===== config.mk =====
export PLATFORM = sky130hd
export DESIGN_NAME = ce_write_scheduler
export DESIGN_NICKNAME = d
export VERILOG_FILES = /design/src/rtl/ce_write_scheduler_pkg.sv /design/src/rtl/ce_write_scheduler_sync_fifo.sv /design/src/rtl/ce_write_scheduler.sv
export SDC_FILE = /design/constraint.sdc
export NUM_CORES = 1
export LEC_CHECK = 0
export BUFFER_PORTS_ARGS = -buffer_cell sky130_fd_sc_hd__buf_4
export CAP_MARGIN = 20
export CORE_ASPECT_RATIO = 0.9
export CORE_MARGIN = 2
export CORE_UTILIZATION = 45
export CTS_CLUSTER_SIZE = 16
export DETAILED_ROUTE_END_ITERATION = 7
export GPL_TIMING_DRIVEN = 1
export SYNTH_ARGS = -nofsm -noshare
export SYNTH_HDL_FRONTEND = slang
export SYNTH_HIERARCHICAL = 1
export SYNTH_SLANG_ARGS = --single-unit

===== constraint.sdc =====
create_clock -name clk -period 3.17 [get_ports clk]
set_clock_uncertainty 0.15 [all_clocks]
set_input_delay 0.634 -clock clk [delete_from_list [all_inputs] [get_ports clk]]
set_output_delay 0.634 -clock clk [all_outputs]
set_load 0.01 [all_outputs]

===== src/rtl/ce_write_scheduler_pkg.sv =====
// ce_write_scheduler_pkg: sizing helpers and channel-bus slice macro shared by the write scheduler
`ifndef CE_WRITE_SCHEDULER_PKG_SV
`define CE_WRITE_SCHEDULER_PKG_SV
`define CE_SLICE(bus, i, w) bus[(i)*(w) +: (w)]
package ce_write_scheduler_pkg;
  function automatic int clog2(input int n);
    int r = 0;
    while ((1 << r) < n) r++;
    return r;
  endfunction
  function automatic int slot_w(input int n);
    return (clog2(n) < 1) ? 1 : clog2(n);
  endfunction
  function automatic int ptr_w(input int n);
    return (clog2(n) < 1) ? 1 : clog2(n);
  endfunction
endpackage
`endif


===== src/rtl/ce_write_scheduler_sync_fifo.sv =====
// sync_fifo: register FIFO that accepts a push while full when a pop happens in the same cycle
module sync_fifo import ce_write_scheduler_pkg::*; #(
  parameter int DEPTH = 4,
  parameter int W = 30
)(
  input  logic                  clk,
  input  logic                  rst,
  input  logic                  i_push,
  input  logic                  i_pop,
  input  logic [W-1:0]          i_din,
  output logic [W-1:0]          o_dout,
  output logic                  o_full,
  output logic                  o_empty,
  output logic [ptr_w(DEPTH):0] o_count
);
  localparam int AW = ptr_w(DEPTH);
  localparam logic [AW:0] L_DEPTH = DEPTH[AW:0];
  logic [W-1:0] r_mem [DEPTH];
  logic [AW-1:0] r_wp, r_rp;
  logic [AW:0] r_cnt;
  logic w_push, w_pop;
  assign o_empty = r_cnt == '0;
  assign o_full = r_cnt == L_DEPTH;
  assign o_count = r_cnt;
  assign o_dout = r_mem[r_rp];
  assign w_pop = i_pop && !o_empty;
  assign w_push = i_push && (!o_full || w_pop);
  always_ff @(posedge clk or posedge rst)
    if (rst) begin
      r_wp <= '0;
      r_rp <= '0;
      r_cnt <= '0;
    end else begin
      r_wp <= w_push ? r_wp + 1'b1 : r_wp;
      r_rp <= w_pop ? r_rp + 1'b1 : r_rp;
      r_cnt <= r_cnt + (AW+1)'(w_push) - (AW+1)'(w_pop);
    end
  always_ff @(posedge clk)
    if (w_push) r_mem[r_wp] <= i_din;
endmodule


===== src/rtl/ce_write_scheduler.sv =====
// ce_write_scheduler: divided clock-enable plus multi-source write queue issuing one SDRAM write per CE period
module ce_write_scheduler import ce_write_scheduler_pkg::*; #(
  parameter int CE_DIV = 4,
  parameter int CE_PHASE = 3,
  parameter int NCH = 2,
  parameter int ADDR_W = 22,
  parameter int DATA_W = 8,
  parameter int DEPTH = 4
)(
  input  logic                     clk,
  input  logic                     reset,
  input  logic                     hold,
  output logic                     ce,
  output logic [slot_w(CE_DIV)-1:0] slot,
  input  logic [NCH-1:0]           src_wr,
  input  logic [NCH*ADDR_W-1:0]    src_addr,
  input  logic [NCH*DATA_W-1:0]    src_data,
  output logic [NCH-1:0]           src_ready,
  output logic                     mem_we,
  output logic [ADDR_W-1:0]        mem_addr,
  output logic [DATA_W-1:0]        mem_din,
  output logic [ptr_w(DEPTH):0]    pending,
  output logic                     overflow,
  input  logic                     clr_overflow
);
  localparam int SW = slot_w(CE_DIV);
  localparam int W = ADDR_W + DATA_W;
  logic [SW-1:0] r_slot;
  logic [NCH-1:0] r_full, w_drain, w_cap;
  logic [W-1:0] r_hold [NCH];
  logic [W-1:0] w_din, w_head;
  logic w_launch, w_pop, w_push, w_full, w_empty;
  assign w_launch = r_slot == SW'(CE_PHASE);
  assign w_pop = w_launch && !w_empty;
  assign ce = w_launch && !hold;
  assign slot = r_slot;
  assign src_ready = ~r_full;
  // Lowest full channel wins; a pop on this edge frees room for it even when the FIFO is full.
  always_comb begin
    w_drain = '0;
    w_din = '0;
    for (int i = NCH - 1; i >= 0; i--)
      if (r_full[i]) begin
        w_drain = '0;
        w_drain[i] = 1'b1;
        w_din = r_hold[i];
      end
    if (w_full && !w_pop) w_drain = '0;
  end
  assign w_push = |w_drain;
  assign w_cap = src_wr & (~r_full | w_drain);
  always_ff @(posedge clk or posedge reset)
    if (reset) begin
      r_slot <= '0;
      r_full <= '0;
      overflow <= 1'b0;
      mem_we <= 1'b0;
      mem_addr <= '0;
      mem_din <= '0;
    end else begin
      r_slot <= (r_slot == SW'(CE_DIV - 1)) ? '0 : r_slot + 1'b1;
      r_full <= (r_full & ~w_drain) | w_cap;
      overflow <= |(src_wr & ~w_cap) || (overflow && !clr_overflow);
      if (w_launch) begin
        mem_we <= !w_empty;
        if (!w_empty) {mem_addr, mem_din} <= w_head;
      end
    end
  always_ff @(posedge clk)
    for (int i = 0; i < NCH; i++)
      if (w_cap[i]) r_hold[i] <= {`CE_SLICE(src_addr, i, ADDR_W), `CE_SLICE(src_data, i, DATA_W)};
  sync_fifo #(.DEPTH(DEPTH), .W(W)) u_fifo (
    .clk(clk),
    .rst(reset),
    .i_push(w_push),
    .i_pop(w_pop),
    .i_din(w_din),
    .o_dout(w_head),
    .o_full(w_full),
    .o_empty(w_empty),
    .o_count(pending)
  );
endmodule


* Word level (Yosys, flattened, before mapping)
Memories as Yosys holds them, arrays and structs flattened. A register that Yosys moved wholly into a read port is not among the register bits.
Index checks and enable logic that the tools add are counted.
** Cells by class
- Add/sub/neg operators :: 5
- Multipliers :: 0
- Div/mod/pow operators :: 0
- Order comparisons :: 0
- Equal/unequal tests :: 2
- Shift operators :: 0
- Multiplexer cells :: 12
- Bitwise operators :: 9
- Reductions and logical operators :: 17
** Operators with widths (number)
- 30-bit 2-to-1 mux :: 2
- 2-bit 2-to-1 mux :: 4
- 2-bit by 1-bit adder with 2-bit output, second input constant :: 3
- 2-bit bitwise AND :: 3
- 1-bit logical AND :: 6
- 1-bit 2-to-1 mux :: 6
- 2-bit inverter :: 3
- 1-bit logical NOT :: 5
- 2-bit OR :: 2
- 2-bit OR reduction :: 2
- 3-bit by 1-bit adder with 3-bit output :: 1
- 3-bit == test, second input constant :: 1
- 3-bit logical NOT :: 1
- 3-bit by 1-bit subtractor with 3-bit output :: 1
- 2-bit == test, second input constant :: 1
- 1-bit logical OR :: 2
- 2-bit AND reduction :: 1
- 1-bit inverter :: 1
** Storage, ports and cells
- Bits in registers :: 13
- Bits in latches :: 0
- Bits in writable memories :: 180
- ROM bits :: 0
- Bits of input ports :: 66
- Output and inout bits :: 40
- Logic and storage cells :: 54
- Memories kept :: 2
** Memories
- u_fifo.r_mem :: depth 4, bits a word 30, read ports 1, clocked after memory_dff 1, write ports 1, RTL line ce_write_scheduler_sync_fifo.sv:18 : logic [W-1:0] r_mem [DEPTH];
- r_hold :: depth 2, bits a word 30, read ports 2, clocked after memory_dff 0, write ports 2, RTL line ce_write_scheduler.sv:30 : logic [W-1:0] r_hold [NCH];

* Logic depth before layout (Yosys ltp)
- Depth after elaboration :: 12
- Gate-level depth with buffers :: 12
- Gate-level depth less buffers :: 10

* Cells and area by module
The synthesis kept the hierarchy.
** By module, submodules not included
- sync_fifo :: times used 1, cells each 194, area an instance 4784.6 um^2, sequential area each 3778.6 um^2
- ce_write_scheduler :: times used 1, cells each 254, area an instance 3514.6 um^2, sequential area each 2702.6 um^2

* Worst setup path before layout
No wires, ideal clock.
- Kind :: reg2reg
- From :: reg u_fifo.r_cnt[1] (netlist: u_fifo/o_count[1])
- To :: mem r_hold[0][0] (enable)
- Library setup time :: 0.420 ns
- Arrival time :: 2.348 ns
- Data required time :: 2.600 ns
- Setup slack :: 0.252 ns
- Stages on the path, launching flop included :: 6
- Buffers on the path :: 1
- Period minus slack after synthesis :: 2.918 ns
- Path through :: dfrtp_1 > nor3_1 > nand2b_1 > buf_6 > and3_4 > nor2b_1
** RTL lines
- from (decl) :: RTL line ce_write_scheduler_sync_fifo.sv:20 : logic [AW:0] r_cnt;
- from (signal assigned) :: RTL line ce_write_scheduler_sync_fifo.sv:36 : r_cnt <= r_cnt + (AW+1)'(w_push) - (AW+1)'(w_pop);
- to (decl) :: RTL line ce_write_scheduler.sv:30

* Worst setup path in the final report
- From :: reg u_fifo.r_cnt[1] (netlist: u_fifo/o_count[1])
- To :: reg u_fifo.r_cnt[2] (netlist: u_fifo/o_count[2])
** Between the ends
- Elaborated cells between the ends (all ways) :: 14
- Those cells by class :: add/sub: 2; eq/ne: 1; mux: 1; reduce/logical: 10
** RTL lines
- 3-bit logical NOT (*) :: RTL line ce_write_scheduler_sync_fifo.sv:22 : assign o_empty = r_cnt == '0;
- net w_empty :: RTL line ce_write_scheduler.sv:32 : logic w_launch, w_pop, w_push, w_full, w_empty;
- 1-bit logical NOT (*) :: RTL line ce_write_scheduler_sync_fifo.sv:26, ce_write_scheduler.sv:34
- 1-bit logical AND :: RTL line ce_write_scheduler.sv:34 : assign w_pop = w_launch && !w_empty;
- 1-bit logical AND (*) :: RTL line ce_write_scheduler_sync_fifo.sv:26 : assign w_pop = i_pop && !o_empty;
- net u_fifo.w_pop :: RTL line ce_write_scheduler_sync_fifo.sv:21 : logic w_push, w_pop;
- 1-bit logical OR :: RTL line ce_write_scheduler_sync_fifo.sv:27 : assign w_push = i_push && (!o_full || w_pop);
- 1-bit logical AND :: RTL line ce_write_scheduler_sync_fifo.sv:27
- 3-bit by 1-bit adder with 3-bit output :: RTL line ce_write_scheduler_sync_fifo.sv:36
- 3-bit by 1-bit subtractor with 3-bit output (*) :: RTL line ce_write_scheduler_sync_fifo.sv:36
The timed path passes the listed nets; every way through them passes the cells marked *.
A chain may end at the register's enable or synchronous reset.

==> key figures <==
Run status
  – Status: finished, final reports clean

GRT
  – GRT Total Usage: about 17%
  – Initial antenna violation count: 0
  – Aggregate global routing overflow: 0
  – First-pass GRT wire length: 25.3 mm
  – Vias in the first global route: around 4,500
  – Largest net degree at the start of global routing: 37

Job
  – Number of max-cap violations: 0

Route
  – Residual DRC: 0
  – Via count: 4,253
  – Via/cell ratio: just over 5
  – DR iter-0 viols: between 200 and 300
  – Post-route ant nets: 0
  – Pre-Repair DR Iteration Count: 4
  – WL final: approximately 16 mm
  – Routed wire per std cell: around 19 um

Clock network
  – CTS tree: done
  – Clock buffer count from CTS: 24
  – Clock edge transition at the registers on the reported setup and hold paths: roughly 60 ps
  – Count of hold-fix buffers inserted at cts: 1
  – Clock sink count: between 200 and 250
  – Clk Latency, worst-skew pair: about 500 ps
  – H-tree lvl count: 1
  – Cts repair resizes: 0
  – Post-CTS setup buffer count: 0
  – Clock root buffer: clkbuf_16
  – Maximum buffer depth of the clock tree: 3

Synth
  – Main flop type after synthesis: edfxtp_1
  – Mapped Cells: about 450
  – Mean area per synthesized cell: between 15 and 20 sq um
  – Synthesized area: between 8000 and 9000 sq um
  – Post-synth EDFFs: 180
  – Post-synth net total: roughly 520
  – Synth warnings: 6
  – Register bit total from synthesis: around 220
  – Synth cell types: 32
  – Async set-or-reset flop fraction in the synthesized netlist: 19.3%
  – Seq/Total Area, Yosys: between 70% and 80%

Setup path
  – Crit path cell chain: nor3_1 > nand2b_2 > inv_2 > o31a_2 > ha_1 > inv_1 > ha_1 > fa_1 > xnor2_1 > xnor2_1
  – Crit. End Element: flip-flop
  – Critical Path RT: approximately 3400 ps
  – Startpoint types: flip-flop
  – Delay-heaviest family, CP: adder cells
  – Slowest stage delay, CP: roughly 450 ps
  – Buf/Inv on CP: 2
  – CP Class: flip-flop to flip-flop
  – Max Fanout on Critical Path: 18
  – Critical-path top delay cell: dfrtp_1
  – Worst EP arrival: around 3000 ps

Hold path
  – HP Class: input port to flip-flop

Placed design
  – Dpl hpwl: 9.81 mm
  – IO buf count: ~110
  – Final Wtd Congestion: approximately 0.70

Power
  – Sw Share: ~28%
  – PwrDens: 956 nW/um^2
  – NetSw: between 2 and 3 mW
  – Combinational Power Share: roughly a quarter
  – Pleak: between 3 and 4 nW
  – Int Power: about 7 mW
  – Seq pwr share: around half
  – Clock power share: a little over a quarter
  – Peak supply drop: 0.539 mV
  – Total power: around 9.7 mW

Floorplan
  – Starting Density: 45.5%
  – Die H: 133 um
  – I/O pin count: 106
  – Die width: 147 um
  – Site Rows: 47
  – DIE AREA: 19,500 sq um
  – Core area: approximately 18,000 sq um

STA
  – Post-route setup TNS: 0 ps
  – FMAX: roughly 0.37 GHz
  – Tightest Pin Transition: 1070 ps
  – Final Hold Viols: 0
  – Final Cycle Share: ~84%
  – Final setup fails: 0
  – RSZ-0062 raised after global routing: no
  – Tmin final: about 2700 ps
  – Final Max Slew Viols: 0
  – Slew HR: about 28%

Cells and area
  – Number of fill cells: roughly 1,500
  – Final Util: 55.7%
  – Share of post-route cells with drive strength above 1: approximately 33%
  – # diodes: 0
  – Multi-input logic area: approximately 1700 sq um
  – Layout Nets: 643
  – FF+latch area: 6480 sq um
  – Area Overhead vs Synth: 22.3%
[cells in the mapped netlist (2+ instances only)]
cell | n | area [sq um]
edfxtp_1 | 180 | 5410
nor2b_1 | 4 | 25.0
buf_2 | 8 | 40.0
ha_1 | 7 | 87.6
mux4_2 | 30 | 676
inv_1 | 12 | 45.0
buf_1 | 2 | 7.51
or2_2 | 2 | 12.5
o21ai_0 | 3 | 15.0
buf_4 | 2 | 15.0
and2_2 | 4 | 30.0
clkbuf_1 | 3 | 11.3
nand2_1 | 96 | 360
dfrtp_1 | 43 | 1080
buf_6 | 5 | 56.3
xnor2_1 | 4 | 35.0
a22o_1 | 28 | 245
[flip-flops by register name, summed over array words and instances, names as in the netlist]
name / flops
u_fifo/r_mem: 120
u_fifo/r_rp: 2
slot: 2
u_fifo/r_wp: 2
mem_addr: 22
overflow: 1
r_full: 2
r_hold: 60
u_fifo/o_count: 3
mem_din: 8
mem_we: 1
[metrics by stage]
stage | worst slack, ps | hold slack (ps) | instance area, sq um | std cells
after floorplan | 252 | 287 | 8300 | 448
after global placement | 520 | 287 | 9400 | 787
after detailed placement | 490 | 311 | 9400 | 787
after CTS | 472 | 138 | 10200 | 831
after global routing | 302 | 136 | 10200 | 831
final | 502 | 158 | 10200 | 831
[layout make-up]
| cell class | instances | share of cell area (%) |
|---|---|---|
| timing repair buffer | 115 | 9.02 |
| sequential | 223 | 63.9 |
| inverter | 13 | 0.481 |
| clock buffer | 33 | 6.56 |
| tap | 245 | 3.02 |
| multi-input combinational | 192 | 16.3 |
| clock inverter | 10 | 0.739 |
[cells by family after synthesis]
kind of cell | Yosys count | share of synthesized area (%)
flip-flops | 223 | 78.1
XOR/XNOR | 5 | 0.528
adder cells (fa/ha/maj) | 8 | 1.30
multiplexers | 31 | 8.32
buffers and inverters | 33 | 2.16
AO/OA/AOI/OAI | 36 | 3.77
AND/OR/NAND/NOR | 112 | 5.83
[path summary, 6_finish.rpt]
| check | start | endpoint | slack (ps) | depth (start not counted) |
|---|---|---|---|---|
| worst max-delay path | u_fifo/o_count[1] | u_fifo/o_count[2] | 500 | 10 |
| worst min-delay path | src_addr[14] | r_hold[0][22] | 160 | 1 |
| worst max register to register | u_fifo/o_count[1] | u_fifo/o_count[2] | 500 | 10 |
| worst min register to register | slot[0] | slot[0] | 320 | 1 |
| max in group asynchronous | reset | mem_addr[8] | 1530 | 3 |
| min in group asynchronous | reset | u_fifo/o_count[2] | 500 | 3 |
[placed cells by master, fill, tap and decap left out, drive strengths merged]
cell           n
and3           1
a21boi         1
a221o          1
mux4          30
edfxtp       180
xor2           1
xnor2          4
nor3b          1
ha             7
a22o          28
or2            2
nand2b         1
buf          114
and2           4
o31a           1
dfrtp         43
nor2b          4
bufinv         1
nor3           1
a22oi          1
clkbuf        33
inv           14
nor2           2
nand2         96
fa             1
mux2           1
dlygate4sd3    1
clkinv         8
o22ai          1
o21ai          3
[power by group through the flow]
| stage | logic, mW | registers (mW) | clock network (mW) |
|---|---|---|---|
| 6_report | 2.39 | 4.72 | 2.59 |
| 3_5_place_dp | 2.43 | 4.79 | 0 |
| 3_3_place_gp | 2.39 | 4.75 | 0 |
| 4_1_cts | 2.44 | 4.73 | 2.66 |
| 2_1_floorplan | 1.52 | 4.66 | 0 |
| 5_1_grt | 2.63 | 4.82 | 2.78 |
[per-layer routing]
layer | global-route usage [%] | routed length, um | part of all wire, % | up-vias
met5 | 0 | 0 | 0 | -
met4 | 3.69 | 293 | 1.8 | 0
met3 | 3.41 | 832 | 5.2 | 28
met2 | 26.1 | 7330 | 46 | 122
met1 | 24.8 | 7400 | 47 | 2168
li1 | - | - | - | 1935
(Power assumes the default switching activity.)
